### config.mk
export PLATFORM = sky130hd
export DESIGN_NAME = param_sched
export DESIGN_NICKNAME = d
export VERILOG_FILES = /design/src/rtl/param_sched.sv
export SDC_FILE = /design/constraint.sdc
export NUM_CORES = 1
export LEC_CHECK = 0
export BUFFER_PORTS_ARGS = -buffer_cell sky130_fd_sc_hd__buf_2
export CELL_PAD_IN_SITES_DETAIL_PLACEMENT = 1
export CELL_PAD_IN_SITES_GLOBAL_PLACEMENT = 2
export CORE_AREA = 5 5 399 401
export CTS_BUF_LIST = sky130_fd_sc_hd__clkbuf_8
export DETAILED_ROUTE_END_ITERATION = 8
export DIE_AREA = 0 0 404 406
export PLACE_DENSITY_LB_ADDON = 0.1
export SYNTH_ARGS = -nofsm -noshare
export SYNTH_HDL_FRONTEND = slang
export SYNTH_SLANG_ARGS = --single-unit
### constraint.sdc
create_clock -name clk -period 5.9 [get_ports clk]
set_input_delay 0.885 -clock clk [delete_from_list [all_inputs] [get_ports clk]]
set_output_delay 0.885 -clock clk [all_outputs]
set_load 0.01 [all_outputs]
### src/rtl/param_sched.sv
// param_sched: double-buffered parameter frame scheduler.
// A loader writes a NUM_BYTES frame byte-by-byte into the shadow bank. A
// complete frame (pc_ready) waits in WAIT_SYNC until frame_start, when the
// banks swap and the renderer sees the new frame on its read port.
//
// Ports:
//   clk          sole clock, rising edge
//   reset        synchronous, active-high
//   update_reg   strobe: read_data/idx valid this cycle
//   idx          byte index of the strobe
//   read_data    byte value of the strobe
//   pc_ready     strobe: upstream frame complete
//   frame_start  strobe: safe point to swap banks
//   rd_addr      renderer read address into the active bank
//   rd_data      registered read data (0 for rd_addr >= NUM_BYTES)
//   pending      level: complete frame waiting for frame_start
//   commit       pulse, one cycle after the swap
//   seq_err      pulse, one cycle after a sequence violation
//   drop_cnt     saturating count of strobes dropped while pending
module param_sched #(
  parameter int unsigned NUM_BYTES = 55
) (
  input  logic       clk,
  input  logic       reset,
  input  logic       update_reg,
  input  logic [5:0] idx,
  input  logic [7:0] read_data,
  input  logic       pc_ready,
  input  logic       frame_start,
  input  logic [5:0] rd_addr,
  output logic [7:0] rd_data,
  output logic       pending,
  output logic       commit,
  output logic       seq_err,
  output logic [7:0] drop_cnt
);

  typedef enum logic [1:0] {
    IDLE,
    LOAD,
    WAIT_SYNC
  } state_t;

  localparam logic [6:0] NB = 7'(NUM_BYTES);

  state_t     state_q, state_d;
  logic [6:0] cnt_q, cnt_d;
  logic       act_sel_q, act_sel_d;
  logic       commit_q, commit_d;
  logic       seq_err_q, seq_err_d;
  logic [7:0] drop_q, drop_d;
  logic [7:0] rd_q, rd_d;

  logic       wr_en;
  logic [5:0] wr_addr;
  logic [7:0] wr_data;
  logic       upd_abort;
  logic       idx_is_cnt;

  logic [7:0] bank0_q [NUM_BYTES];
  logic [7:0] bank1_q [NUM_BYTES];

  assign idx_is_cnt = ({1'b0, idx} == cnt_q);

  always_comb begin
    state_d   = state_q;
    cnt_d     = cnt_q;
    act_sel_d = act_sel_q;
    commit_d  = 1'b0;
    seq_err_d = 1'b0;
    drop_d    = drop_q;
    wr_en     = 1'b0;
    wr_addr   = idx;
    wr_data   = read_data;
    upd_abort = 1'b0;

    case (state_q)
      IDLE: begin
        if (update_reg) begin
          if (idx == '0) begin
            wr_en   = 1'b1;
            cnt_d   = 7'd1;
            state_d = LOAD;
          end else begin
            seq_err_d = 1'b1;
          end
        end
      end

      LOAD: begin
        if (update_reg) begin
          if (idx_is_cnt && (cnt_q < NB)) begin
            wr_en = 1'b1;
            cnt_d = cnt_q + 7'd1;
          end else if (idx == '0) begin
            wr_en     = 1'b1;
            cnt_d     = 7'd1;
            seq_err_d = 1'b1;
          end else begin
            seq_err_d = 1'b1;
            cnt_d     = '0;
            state_d   = IDLE;
            upd_abort = 1'b1;
          end
        end
        // A coincident pc_ready is judged against the pre-update count;
        // an update that already aborted the frame takes precedence.
        if (pc_ready && !upd_abort) begin
          if (cnt_q == NB) begin
            state_d = WAIT_SYNC;
          end else begin
            seq_err_d = 1'b1;
            cnt_d     = '0;
            state_d   = IDLE;
          end
        end
      end

      WAIT_SYNC: begin
        if (update_reg && (drop_q != '1)) begin
          drop_d = drop_q + 8'd1;
        end
        if (frame_start) begin
          act_sel_d = ~act_sel_q;
          commit_d  = 1'b1;
          cnt_d     = '0;
          state_d   = IDLE;
        end
      end

      default: begin
        state_d = IDLE;
        cnt_d   = '0;
      end
    endcase

    // Read uses the current act_sel, so a read in the swap cycle sees the old bank.
    rd_d = '0;
    if ({1'b0, rd_addr} < NB) begin
      rd_d = act_sel_q ? bank1_q[rd_addr] : bank0_q[rd_addr];
    end
  end

  always_ff @(posedge clk) begin
    if (reset) begin
      state_q   <= IDLE;
      cnt_q     <= '0;
      act_sel_q <= 1'b0;
      commit_q  <= 1'b0;
      seq_err_q <= 1'b0;
      drop_q    <= '0;
      rd_q      <= '0;
    end else begin
      state_q   <= state_d;
      cnt_q     <= cnt_d;
      act_sel_q <= act_sel_d;
      commit_q  <= commit_d;
      seq_err_q <= seq_err_d;
      drop_q    <= drop_d;
      rd_q      <= rd_d;
    end
  end

  // Writes always target the bank that is not active.
  always_ff @(posedge clk) begin
    if (reset) begin
      for (int unsigned i = 0; i < NUM_BYTES; i++) begin
        bank0_q[i] <= '0;
        bank1_q[i] <= '0;
      end
    end else if (wr_en) begin
      if (act_sel_q) begin
        bank0_q[wr_addr] <= wr_data;
      end else begin
        bank1_q[wr_addr] <= wr_data;
      end
    end
  end

  assign rd_data  = rd_q;
  assign pending  = (state_q == WAIT_SYNC);
  assign commit   = commit_q;
  assign seq_err  = seq_err_q;
  assign drop_cnt = drop_q;

endmodule
# After elaboration in Yosys (flattened, before gate mapping)
# Memories as Yosys holds them, arrays and structs flattened.
# Cells that the tools add are included.
# totals
register_bits,28
latchBits,0
mem_bits_rw,880
rom_bits,0
n_memories,2
# op_classes
n_addsub,2
mul,0
div,0
n_lt_le_gt_ge,2
eq_ne,11
shifts,0
n_mux,51
n_bitwise,3
reduce_logical,14
# memory_table
memory,words,width,read_ports,rd_clocked_by_memory_dff,wr,line_no,text
bank0_q,55,8,1,0,55,60,logic [7:0] bank0_q [NUM_BYTES];
bank1_q,55,8,1,0,55,61,logic [7:0] bank1_q [NUM_BYTES];
# op_table
cell,n
$mux W7,7
$mux W1,27
$mux W8,3
$pmux W7 S3,1
$mux W2,8
$reduce_or A8 Y1,2
$mux W6,2
$ne A3 B3 Y1 const B,3
$add A8 B1 Y8 const B,1
$ne A8 B8 Y1 const B,1
$add A7 B1 Y7 const B,1
$eq A6 B7 Y1,1
$eq A7 B6 Y1 const B,1
$lt A7 B6 Y1 const B,1
$logic_not A6 Y1,1
$lt A6 B6 Y1 const B,1
$ne A2 B2 Y1 const B,3
$pmux W2 S3,1
$reduce_and A6 Y1,1
$pmux W1 S2,2
$reduce_and A2 Y1,2
$reduce_or A2 Y1,2
$logic_and A1 B1 Y1,3
$not A1 Y1,3
other kinds (5),5

# Logic depth before layout (Yosys ltp)
# depth
depth_word,10
depth_mapped,12
depth_no_buf,7

# Least setup slack after synthesis
# Ideal clock, no wire load.
# synth_timing
path_type,input-to-reg
start,in idx[5]
end,"mem bank0_q[48][0], enable pin"
setup_ns,0.375
arrival_time_ns,3.213
required_ns,5.525
path_slack_ns,2.313
stages,8
path_cell_list,xor2_1 or4_4 nor3_4 nor2_2 or4_1 buf_2 buf_2 o21bai_1
# synth_lines
element,line_no,text
"start, declared",26,"input logic [5:0] idx,"
"end, declared",60,

==> metrics.md <==
| Metric | Value |
|---|---|
| Die ar. | 164000 um^2 |
| Post-synthesis adder-cell area fraction | 0.0542% |
| Combinational family with the most area after synthesis | multiplexers |
| Max Fanout on Critical Path | 50 |
| Leakage | 18.2 nW |
| Largest net degree at the start of global routing | 73 |
| Buffers added on ports | 43 |
| Number of flops mapped to enable cells by yosys | 1024 |
| Mux cell area share after synthesis | 12.9% |
| Clk_skew | 0.0545 ns |
| CTS Buf Count | 191 |
| Crit share post-route | 73.8% |
| Die height | 406 um |
| Share of layout cells above drive strength 1 | 19.2% |
| Die W | 404 um |
| Power Dens Cells | 310 nW/um^2 |
| Final setup viols | 0 |
| Post-Synth XOR/XNOR Area | 0.285% |
| GP Congestion | 0.857 |
| Avg WL per Cell | 33.2 um |
| CTS Root Cell | clkbuf_8 |
| CP endpoint kind | flip-flop |
| Starting Density | 29.7% |
| Max Cap Viol | 0 |
| Status | completed |
| TritonRoute pass-1 iters | 5 |
| Row count | 145 |
| Reg clk slew, reported paths | 0.06 ns |
| Most used DFF post-synth | edfxtp_1 |
| Final core utilization | 34.2% |
| Crit Path Class | reg2reg |
| Initial antenna violation count | 40 |
| Final Critical Period | 4.36 ns |
| Complex-gate fraction of the synthesized area | 4.46% |
| PnR worst setup slack | 1.54 ns |
| Post-Synth Simple-Gate Area | 12.2% |
| Iter 0 DRT Violations | 3174 |
| Mean Syn Cell Area | 14.6 um^2 |
| Unrepaired setup endpoints after global routing | false |
| Synthesized area | 46100 um^2 |
| Final Hold Fails | 0 |
| Synth warnings | 0 |
| Worst-Skew Late Latency | 0.93 ns |
| Hold depth | 3 |
| Longest Clk Path Bufs | 3 |
| Post-route insts no fill | 5621 |
| Peak supply drop | 0.000157 V |
| Hold-fix buffer count after cts | 0 |
| Slew headroom | 11.4% |
| Worst setup SP type | flip-flop |
| Fill count | 16337 |
| Worst-margin pin slew | 1.33 ns |
| Nets | 3428 |
| Setup repair bufs after CTS | 0 |
| Slew Limit Fails | 0 |
| Maximum clock rate | 230 MHz |
| Core Footprint | 155000 um^2 |
| DP HPWL | 124 mm |
| Count of mapped cells out of synthesis | 3154 |
| WHS | 0.258 ns |
| Clk sink count | 1052 |
| FF/Latch Area | 31300 um^2 |
| Vias in the first global route | 30305 |
| Grt total ovfl | 0 |
| Final WL | 187 mm |
| CTS tree | yes |
| Synth unique cells | 56 |
| DR DRC count | 0 |
| R2r worst-path depth | 6 |
| Placed insts | 5266 |
| TNS Setup | 0 ns |
| Sequential fraction of the synthesis area | 67.8% |
| H-tree Lvls | 4 |
| Number of gates resized after cts | 0 |
| First-pass GRT wire length | 254 mm |
| Setup WS pre-CTS | 1.05 ns |
| Vias/cell | 5.25 |
| Crit path required time | 6.43 ns |
| Synth async-reset ratio | 0% |
| Area delta synth->final | 14.9% |
| Multi-input gate area | 14400 um^2 |
| Tot GR Track Use | 22.6% |
| Via count | 29511 |
| I/O pins | 44 |
| ANT nets after route | 0 |
| Arrival time at the worst endpoint | 4.88 ns |
| #FFs+latches synth | 1052 |
| Hold crit path type | in2reg |
-- per-stage QoR --
stage	cell area [um^2]	power (mW)
after floorplan	46700	9.35
after global placement	49500	9.98
after detailed placement	49500	10.0
after CTS	53000	16.6
after global routing	53000	17.0
final	53000	16.4
-- state kept, by name (all words and copies together), names as in the netlist --
| name | flops |
|---|---|
| seq_err | 1 |
| commit | 1 |
| act_sel_q | 1 |
| drop_cnt | 8 |
| bank0_q | 512 |
| cnt_q | 7 |
| state_q | 2 |
| rd_data | 8 |
| bank1_q | 512 |
-- cells in the final DEF, fill, tap and decap left out, drive strengths merged, types with 14 or more instances in the layout --
cell    Yosys  routed
dfxtp      28      28
conb        1     144
clkbuf    176     192
and2      258     258
a21oi      40      40
a221oi     25      25
o21bai     78      78
buf        75     162
o21ai      22      22
inv         4      60
nand2      96      96
nor2      692     692
a22o       20      20
edfxtp   1024    1024
a31oi      14      14
nor3       38      38
a22oi      50      50
mux4      217     217
clkinv      0      92
mux2i     104     104
or2        36      36
-- layer usage --
layer / up-vias / part of all wire (%) / global-route usage [%]
met5: - / 0 / 0
met3: 275 / 7.2 / 4.53
met1: 15748 / 43 / 31.1
met2: 1289 / 46 / 36.3
li1: 12199 / - / -
met4: 0 / 3.0 / 6.81
-- path summary, 6_finish.rpt --
kind          startpoint        endpoint  slack [ns]
max             cnt_q[5]  bank1_q[40][2]        1.54
min reg2reg  drop_cnt[6]     drop_cnt[6]        0.55
min             pc_ready      state_q[1]        0.26
max reg2reg     cnt_q[5]  bank1_q[40][2]        1.54
-- cell families after synthesis --
family,Yosys count
XOR/XNOR,15
buffers and inverters,255
adder cells (fa/ha/maj),2
AO/OA/AOI/OAI,289
other,1
AND/OR/NAND/NOR,1215
flip-flops,1052
multiplexers,325
-- synthesized netlist by cell type, drive strengths merged (2+ instances only) --
master,instances,area share (%)
nand2,96,0.78
a221o,2,0.043
a2111oi,3,0.057
o22ai,11,0.15
and3,13,0.18
and3b,2,0.038
a22oi,50,0.81
buf,75,0.78
mux4,217,11
a21o,3,0.049
a22o,20,0.38
nand2b,13,0.18
or4,2,0.041
nor2b,13,0.18
nor4,10,0.14
mux2i,104,2.3
a31oi,14,0.19
xor2,6,0.11
a21oi,40,0.43
nand3b,7,0.11
or3,7,0.095
o21bai,78,1.3
o2111ai,3,0.057
nor3,38,0.44
xnor2,9,0.17
nor2,692,5.6
clkbuf,176,1.4
or2,36,0.49
mux2,4,0.098
a211oi,8,0.13
o221ai,2,0.038
and2,258,3.5
nand4,10,0.14
a221oi,25,0.47
o21ai,22,0.24
dfxtp,28,1.2
a31o,2,0.038
inv,4,0.033
nand3,13,0.14
ha,2,0.054
o211ai,4,0.065
or3b,2,0.038
edfxtp,1024,67
-- worst max-delay path: stages (launching register included) --
cell and delay (ns):
dfxtp_1 0.36, xor2_1 0.19, or4_4 0.55, nor3_4 0.38, o2111ai_1 0.61, nand2b_2 0.94, o21bai_1 0.90
-- layout make-up --
type,instances,area share [%]
Antenna cell,7,0.0330
Clock buffer,192,4.98
Clock inverter,156,1.62
Inverter,4,0.0283
Multi-Input combinational cell,1990,27.1
Sequential cell,1052,59.0
Tap cell,2058,4.85
Timing Repair Buffer,162,2.35
-- power breakdown --
part	switching, mW	leakage (nW)	internal [mW]
Combinational	0.858	5.46	0.381
Sequential	0.107	10.7	8.49
Clock	3.31	1.99	3.27
Note: power is estimated with default switching activity, not from simulation.
